**src/rtl/move_ctrl.sv**
```systemverilog
// Command generator for the falling-block position stage: synchronizes buttons,
// runs gravity and left/right auto-repeat, and issues at most one command pulse per cycle.
module move_ctrl #(
  parameter int CNT_W      = 25,
  parameter int GRAV_TICKS = 25000000,
  parameter int SOFT_TICKS = 2500000,
  parameter int DAS_DELAY  = 8000000,
  parameter int DAS_RATE   = 2000000
) (
  input  logic clk,
  input  logic rst,
  input  logic err,
  input  logic pause,
  input  logic btn_left,
  input  logic btn_right,
  input  logic btn_rot,
  input  logic btn_down,
  output logic drop,
  output logic left,
  output logic right,
  output logic ro
);

  localparam logic [CNT_W-1:0] GRAV_LIM = CNT_W'(GRAV_TICKS - 1);
  localparam logic [CNT_W-1:0] SOFT_LIM = CNT_W'(SOFT_TICKS - 1);
  localparam logic [CNT_W-1:0] DAS_LIM  = CNT_W'(DAS_DELAY - 1);
  localparam logic [CNT_W-1:0] DAS_LOAD = CNT_W'(DAS_DELAY - DAS_RATE);

  // Button bit order everywhere: 0 left, 1 right, 2 rot, 3 down.
  logic [3:0]       s1;
  logic [3:0]       s2;
  logic [2:0]       s3;
  logic [2:0]       ev;
  logic             both;

  logic [CNT_W-1:0] gcnt;
  logic [CNT_W-1:0] gcnt_nxt;
  logic [CNT_W-1:0] glim;
  logic             grav_fire;

  logic [CNT_W-1:0] das_l;
  logic [CNT_W-1:0] das_r;
  logic [CNT_W-1:0] das_l_nxt;
  logic [CNT_W-1:0] das_r_nxt;
  logic             rep_l;
  logic             rep_r;

  // Command bit order: 0 drop, 1 left, 2 right, 3 ro (also the priority order).
  logic [3:0]       pend;
  logic [3:0]       pend_set;
  logic [3:0]       issue;
  logic [3:0]       cmd_q;

  assign ev   = s2[2:0] & ~s3;
  assign both = s2[0] & s2[1];

  assign glim      = s2[3] ? SOFT_LIM : GRAV_LIM;
  assign grav_fire = (gcnt >= glim);
  assign gcnt_nxt  = grav_fire ? '0 : gcnt + CNT_W'(1);

  // Returns {repeat_pulse, next_count}. The threshold is DAS_DELAY-1 so the
  // first repeat lands exactly DAS_DELAY edges after the press event.
  function automatic logic [CNT_W:0] das_step(input logic [CNT_W-1:0] cnt,
                                              input logic evt,
                                              input logic held,
                                              input logic blocked);
    das_step = {1'b0, {CNT_W{1'b0}}};
    if (!evt && held && !blocked) begin
      if (cnt >= DAS_LIM) das_step = {1'b1, DAS_LOAD};
      else                das_step = {1'b0, cnt + CNT_W'(1)};
    end
  endfunction

  assign {rep_l, das_l_nxt} = das_step(das_l, ev[0], s2[0], both);
  assign {rep_r, das_r_nxt} = das_step(das_r, ev[1], s2[1], both);

  assign pend_set = {ev[2], ev[1] | rep_r, ev[0] | rep_l, grav_fire};

  always_comb begin
    issue = 4'b0000;
    if      (pend[0]) issue = 4'b0001;
    else if (pend[1]) issue = 4'b0010;
    else if (pend[2]) issue = 4'b0100;
    else if (pend[3]) issue = 4'b1000;
  end

  always_ff @(posedge clk or posedge rst) begin
    if (rst) begin
      s1    <= '0;
      s2    <= '0;
      s3    <= '0;
      gcnt  <= '0;
      das_l <= '0;
      das_r <= '0;
      pend  <= '0;
      cmd_q <= '0;
    end else begin
      // Synchronizers free-run so a button held across pause/err yields no event.
      s1 <= {btn_down, btn_rot, btn_right, btn_left};
      s2 <= s1;
      s3 <= s2[2:0];
      if (err) begin
        gcnt  <= '0;
        das_l <= '0;
        das_r <= '0;
        pend  <= '0;
        cmd_q <= '0;
      end else if (pause) begin
        das_l <= '0;
        das_r <= '0;
        pend  <= '0;
        cmd_q <= '0;
      end else begin
        gcnt  <= gcnt_nxt;
        das_l <= das_l_nxt;
        das_r <= das_r_nxt;
        pend  <= (pend & ~issue) | pend_set;
        cmd_q <= issue;
      end
    end
  end

  assign drop  = cmd_q[0];
  assign left  = cmd_q[1];
  assign right = cmd_q[2];
  assign ro    = cmd_q[3];

endmodule
```
**config.mk**
```make
export PLATFORM = sky130hd
export DESIGN_NAME = move_ctrl
export DESIGN_NICKNAME = d
export VERILOG_FILES = /design/src/rtl/move_ctrl.sv
export SDC_FILE = /design/constraint.sdc
export NUM_CORES = 1
export LEC_CHECK = 0
export ABC_AREA = 1
export CAP_MARGIN = 10
export CORE_MARGIN = 8
export CORE_UTILIZATION = 60
export CTS_BUF_LIST = sky130_fd_sc_hd__clkbuf_2
export CTS_CLUSTER_SIZE = 8
export DETAILED_ROUTE_END_ITERATION = 8
export GPL_TIMING_DRIVEN = 0
export PLACE_DENSITY = 0.88
export SYNTH_ARGS = -nofsm -noshare
export SYNTH_HDL_FRONTEND = slang
export SYNTH_SLANG_ARGS = --single-unit
export TNS_END_PERCENT = 10
```
**constraint.sdc**
```tcl
create_clock -name clk -period 3.7 [get_ports clk]
set_clock_uncertainty 0.1 [all_clocks]
set_input_delay 0.555 -clock clk [delete_from_list [all_inputs] [get_ports clk]]
set_output_delay 0.555 -clock clk [all_outputs]
set_load 0.05 [all_outputs]
```
[Word level (Yosys, flattened, before mapping)]
Cells that the tools add are included.
Word-level totals
  word-level logic and storage cells: 50
  flip-flop bits (word level): 94
  output and inout bits: 4
  input port bits: 8
Cells by class
  mux-type cells: 20
  reductions and logical operators: 7
  add/subtract/negate cells: 3
  bitwise operators: 8
  order comparisons: 3
  eq/ne operators: 1
Operators with widths (number)
  25-bit two-way mux: 8
  26-bit two-way mux: 4
  25-bit by 1-bit adder with 25-bit output (second input constant): 3
  25-bit by 23-bit >= comparator with 1-bit output (second input constant): 2
  4-bit two-way mux: 8
  25-bit >= comparator: 1
  4-bit bitwise AND: 1
  1-bit logical AND: 4
  4-bit inverter: 1
  4-bit bitwise OR: 1
  3-bit bitwise AND: 1
  1-bit zero test: 3
  3-bit inverter: 1
  2-bit != test (second input constant): 1
  1-bit bitwise OR: 2
  1-bit bitwise AND: 1

[Longest topological paths before layout]
  depth after elaboration: 10
  depth in mapped cells: 12
  depth with buffers taken out: 11

[Worst setup path before layout]
OpenSTA, ideal clock, no wires.
  path type: reg-to-reg
  start point: register s2[3]
  end point: register gcnt[2]
  path slack: 1833 ps
  stages on the path, launching flop included: 13
  data arrival time: 1649 ps
  clock period less this slack: 1867 ps
  data required time: 3482 ps
  setup time: 118 ps
  buffers on the path: 1
  path through: dfrtp_1 > inv_1 > ha_1 > nand2_1 > nor2_1 > nand2_1 > nor2_1 > nand2_1 > nand3_2 > nor2_4 > buf_6 > nand3_1 > nand2_1
Between the ends
  word-level cells in the longest chain between the ends: 5
Ends and longest elaborated chain
  start: declaration: line 31  | logic [3:0] s2;
  start signal: assignment: line 90  | s2 <= '0;
  start signal: assignment: line 100  | s2 <= s1;
  25-bit two-way mux: line 57  | assign glim = s2[3] ? SOFT_LIM : GRAV_LIM;
  25-bit >= comparator: line 58  | assign grav_fire = (gcnt >= glim);
  25-bit two-way mux: line 59  | assign gcnt_nxt = grav_fire ? '0 : gcnt + CNT_W'(1);
  25-bit two-way mux: line 108  | end else if (pause) begin
  25-bit two-way mux: line 102  | if (err) begin
  end signal: assignment: line 114  | gcnt <= gcnt_nxt;
  end: declaration: line 36  | logic [CNT_W-1:0] gcnt;
Every way passes these cells. The select of a mux whose other input is x is not followed.
A chain may end at the register's enable or synchronous reset.

[Worst setup path in the final report]
  start point: register cmd_q[1]
  end point: output port left
RTL lines
  start: declaration: line 52  | logic [3:0] cmd_q;
  start signal: assignment: line 118  | cmd_q <= issue;
  end: declaration: line 19  | output logic left,
No word-level cell between the ends.

==> impl_metrics.yaml <==
sta:
  timing_worst_slew_pin_value_ps: 572.7
  grt_setup_unrepaired: "no"
  timing.slew.headroom_pct: 61.53
  layout_worst_path_cycle_share_pct: 66.95
  timing.fmax_ghz: 0.4037
  hold_viol: 0
  hold-worst-slack_ps: 194.9
  finalMaxSlewViolations: 0
  post-route-min-period_ps: 2477
  setup_viol: 0
final_layout:
  layout.cells.most_common_list: "235 x sky130_fd_sc_hd__nand2_1, 154 x sky130_fd_sc_hd__nor2_1, 94 x sky130_fd_sc_hd__dfrtp_1"
  fillers: 782
  fin_cells: 928
  design.final.nets: 836
  multi_input_gate_area_in_the_final_layout_sq_mm: 0.002889
  post_route_cells_drive_above_1_share_pct: 6.740
  seqCellArea_sq_mm: 0.002352
  synthToLayoutAreaGrowth_pct: 7.535
  layout_commonest_cell: "sky130_fd_sc_hd__nand2_1"
power_and_ir_drop:
  clock_power_share_pct: 33.5
  power.share.sequential_pct: 61.2
  switching_share_pct: 25.14
  power.net_switching_mw: 0.4345
  power.combinational.fraction_pct: 5.3
  internal_power_mw: 1.294
  vdd_drop_max_uv: 180.8
  power.density_mw_per_mm2: 284.7
  p_leak_nw: 2.939
placement:
  placed_cells_incl_taps: 912
  place.port_buffers: 11
  globalplace.congestion: 0.8936
  post-dp-hpwl_microns: 9436
route:
  metal1_wirelength_microns: 5502
  first_pass_iters: 5
  drt-initial-drc-count: 288
  maxUsedRoutingLayer: "met4"
  antenna_viol_nets_final: 0
  routed_wirelength_microns: 12560
  wl_met3_microns: 597
  route.detailed.wl_per_inst_microns: 13.54
  vias: 4950
  remaining_design_rule_violation_count: 0
  detailroute.wirelength.met2_microns: 6168
  detail_route.vias_per_cell: 5.334
critical_path:
  worst_path_max_delay_cell: "sky130_fd_sc_hd__clkdlybuf4s50_1"
  crit_chain: "clkdlybuf4s50_1"
  setup.worst_path.end_class: "primary output"
  crit_fanout: 1
  critical_path_arrival_ps: 1820
  critPathLaunchType: "register"
  path_buf_inv: 1
  worst-setup-path-type: "reg -> out"
  critical_path.max_stage_delay_ps: 810
  required_ps: 3040
  critical-path-top-delay-family: "buffers and inverters"
clock_network:
  cts.clk_slew.worst_paths_ps: 270
  cts_post_setup_buffers_inserted: 0
  tritoncts: "done"
  root_buffer: "sky130_fd_sc_hd__clkbuf_2"
  clk-insertion-delay-late_ps: 580
  cts_repair_resize_count: 0
  numCtsBuffers: 9
  clock_sinks: 94
  htreeDepth: 3
  post_cts_hold_buffer_count: 0
  cts.path.max_buffers: 2
synthesis:
  synth-adder-area-share_pct: 3.546
  post_synthesis_xor_xnor_area_fraction_pct: 6.516
  yosysSeqAreaShare_pct: 41.67
  ys_dominant_reg_cell: "sky130_fd_sc_hd__dfrtp_1"
  synth_top_family_by_area: "simple AND/OR/NAND/NOR gates"
  yosysUniqueCellTypes: 36
  post_synth_instance_area_sq_mm: 0.005645
  yosys.area_share.simple_pct: 37.85
  post_synth_mux_area_share_pct: 0
  syn_inst: 786
  compound_gate_fraction_of_synth_area_pct: 2.992
  asyncSetResetFlopFracSynth_pct: 100.0
  syn_area_per_cell_sq_um: 7.182
  synth-edff-count: 0
  ys.warnings.count: 0
  synth-seq-cells: 94
grt:
  grt_max_degree: 60
  grt.overflow.total: 0
  antenna_found_initial: 1
  number_of_global_route_vias_before_repair: 5031
  grt_first_pass_wirelength_microns: 21750
  gr-usage-all-layers_pct: 20.51
floorplanning:
  horizontal_die_dimension_microns: 113
  floorplan.die_area_sq_mm: 0.01277
  die-height_microns: 113
  io_pins: 12
  placeableCoreArea_sq_mm: 0.009196
  floorplan.initialDensity_pct: 61.39
  num_rows: 35
hold_path:
  timing.hold.worst.class: "in -> async"
run:
  max-cap-violations: 0
status:
  run_status: "finished clean"
[worst paths after layout]
check / from / to / slack [ps] / cells past startpoint
min in group clk: s1[1] / s2[1] / 280 / 0
max in group asynchronous: rst / das_r[22] / 2640 / 3
min: rst / das_l[13] / 190 / 2
max reg2reg: s2[3] / gcnt[7] / 1380 / 12
min reg2reg: s1[1] / s2[1] / 280 / 0
max: cmd_q[1] / left / 1220 / 1
[flip-flops by register name, indices dropped and copies added, names as in the netlist]
signal,count
cmd_q,4
gcnt,25
s2,4
pend,4
das_l,25
s3,3
das_r,25
s1,4
[final cells by class]
type	instances	share of cell area [%]
Inverter	90	5.606
Sequential cell	94	38.75
Timing Repair Buffer	12	2.267
Buffer	12	1.278
Antenna cell	1	0.04122
Tap cell	111	2.288
Clock inverter	6	1.443
Multi-Input combinational cell	593	47.59
Clock buffer	9	0.7420
[power groups by stage]
stage	clock network [mW]	registers, mW	logic, mW
floorplan	0	1.07	0.0586
global placement	0	1.07	0.0831
detailed placement	0	1.07	0.0919
CTS	0.585	1.06	0.0927
global route	0.620	1.06	0.104
finish	0.578	1.06	0.0918
[kinds of logic after synthesis]
| kind of cell | count (synthesis) |
|---|---|
| adders and majority gates | 16 |
| DFF | 94 |
| other | 1 |
| AOI/OAI and AO/OA | 30 |
| and+or+nand+nor | 501 |
| xor gates and xnor gates | 42 |
| buffers and inverters | 102 |
[cells in the mapped netlist, types with 2 or more instances]
library cell	n	share of area (%)
sky130_fd_sc_hd__nor3_1	20	1.8
sky130_fd_sc_hd__inv_2	5	0.33
sky130_fd_sc_hd__dfrtp_1	94	42
sky130_fd_sc_hd__o21ai_0	12	1.1
sky130_fd_sc_hd__buf_2	2	0.18
sky130_fd_sc_hd__xnor2_1	11	1.7
sky130_fd_sc_hd__nand3_2	4	0.71
sky130_fd_sc_hd__nor2_2	7	0.78
sky130_fd_sc_hd__nand2_2	4	0.44
sky130_fd_sc_hd__nand3_1	49	4.3
sky130_fd_sc_hd__nor2_1	154	10
sky130_fd_sc_hd__buf_6	3	0.60
sky130_fd_sc_hd__nand2_1	235	16
sky130_fd_sc_hd__nand4_1	14	1.6
sky130_fd_sc_hd__nor3_2	3	0.53
sky130_fd_sc_hd__nand3b_1	3	0.40
sky130_fd_sc_hd__nor2_4	3	0.60
sky130_fd_sc_hd__xor2_1	31	4.8
sky130_fd_sc_hd__inv_1	85	5.7
sky130_fd_sc_hd__a21oi_2	3	0.47
sky130_fd_sc_hd__ha_1	16	3.5
sky130_fd_sc_hd__clkbuf_1	4	0.27
sky130_fd_sc_hd__buf_4	2	0.27
sky130_fd_sc_hd__a21oi_1	10	0.89
[layer usage]
layer	global-route usage [%]	vias up
li1	-	2493
met1	24.13	2309
met2	36.31	123
met3	3.355	25
met4	8.526	0
met5	0	-
[metrics by stage]
step / instance area [sq um] / setup TNS, ps / power, mW / setup slack [ps] / util, %
2_1_floorplan: 5657 / 0 / 1.131 / 596.3 / -
4_1_cts: 6068 / 0 / 1.735 / 1240 / 65.99
3_5_place_dp: 5936 / 0 / 1.167 / 1404 / 64.54
5_1_grt: 6071 / 0 / 1.784 / 1183 / 66.01
6_report: 6071 / 0 / 1.728 / 1223 / 66.01
3_3_place_gp: 5906 / -63490 / 1.157 / -679.5 / 64.22
Power figures use the tool's default switching activity.
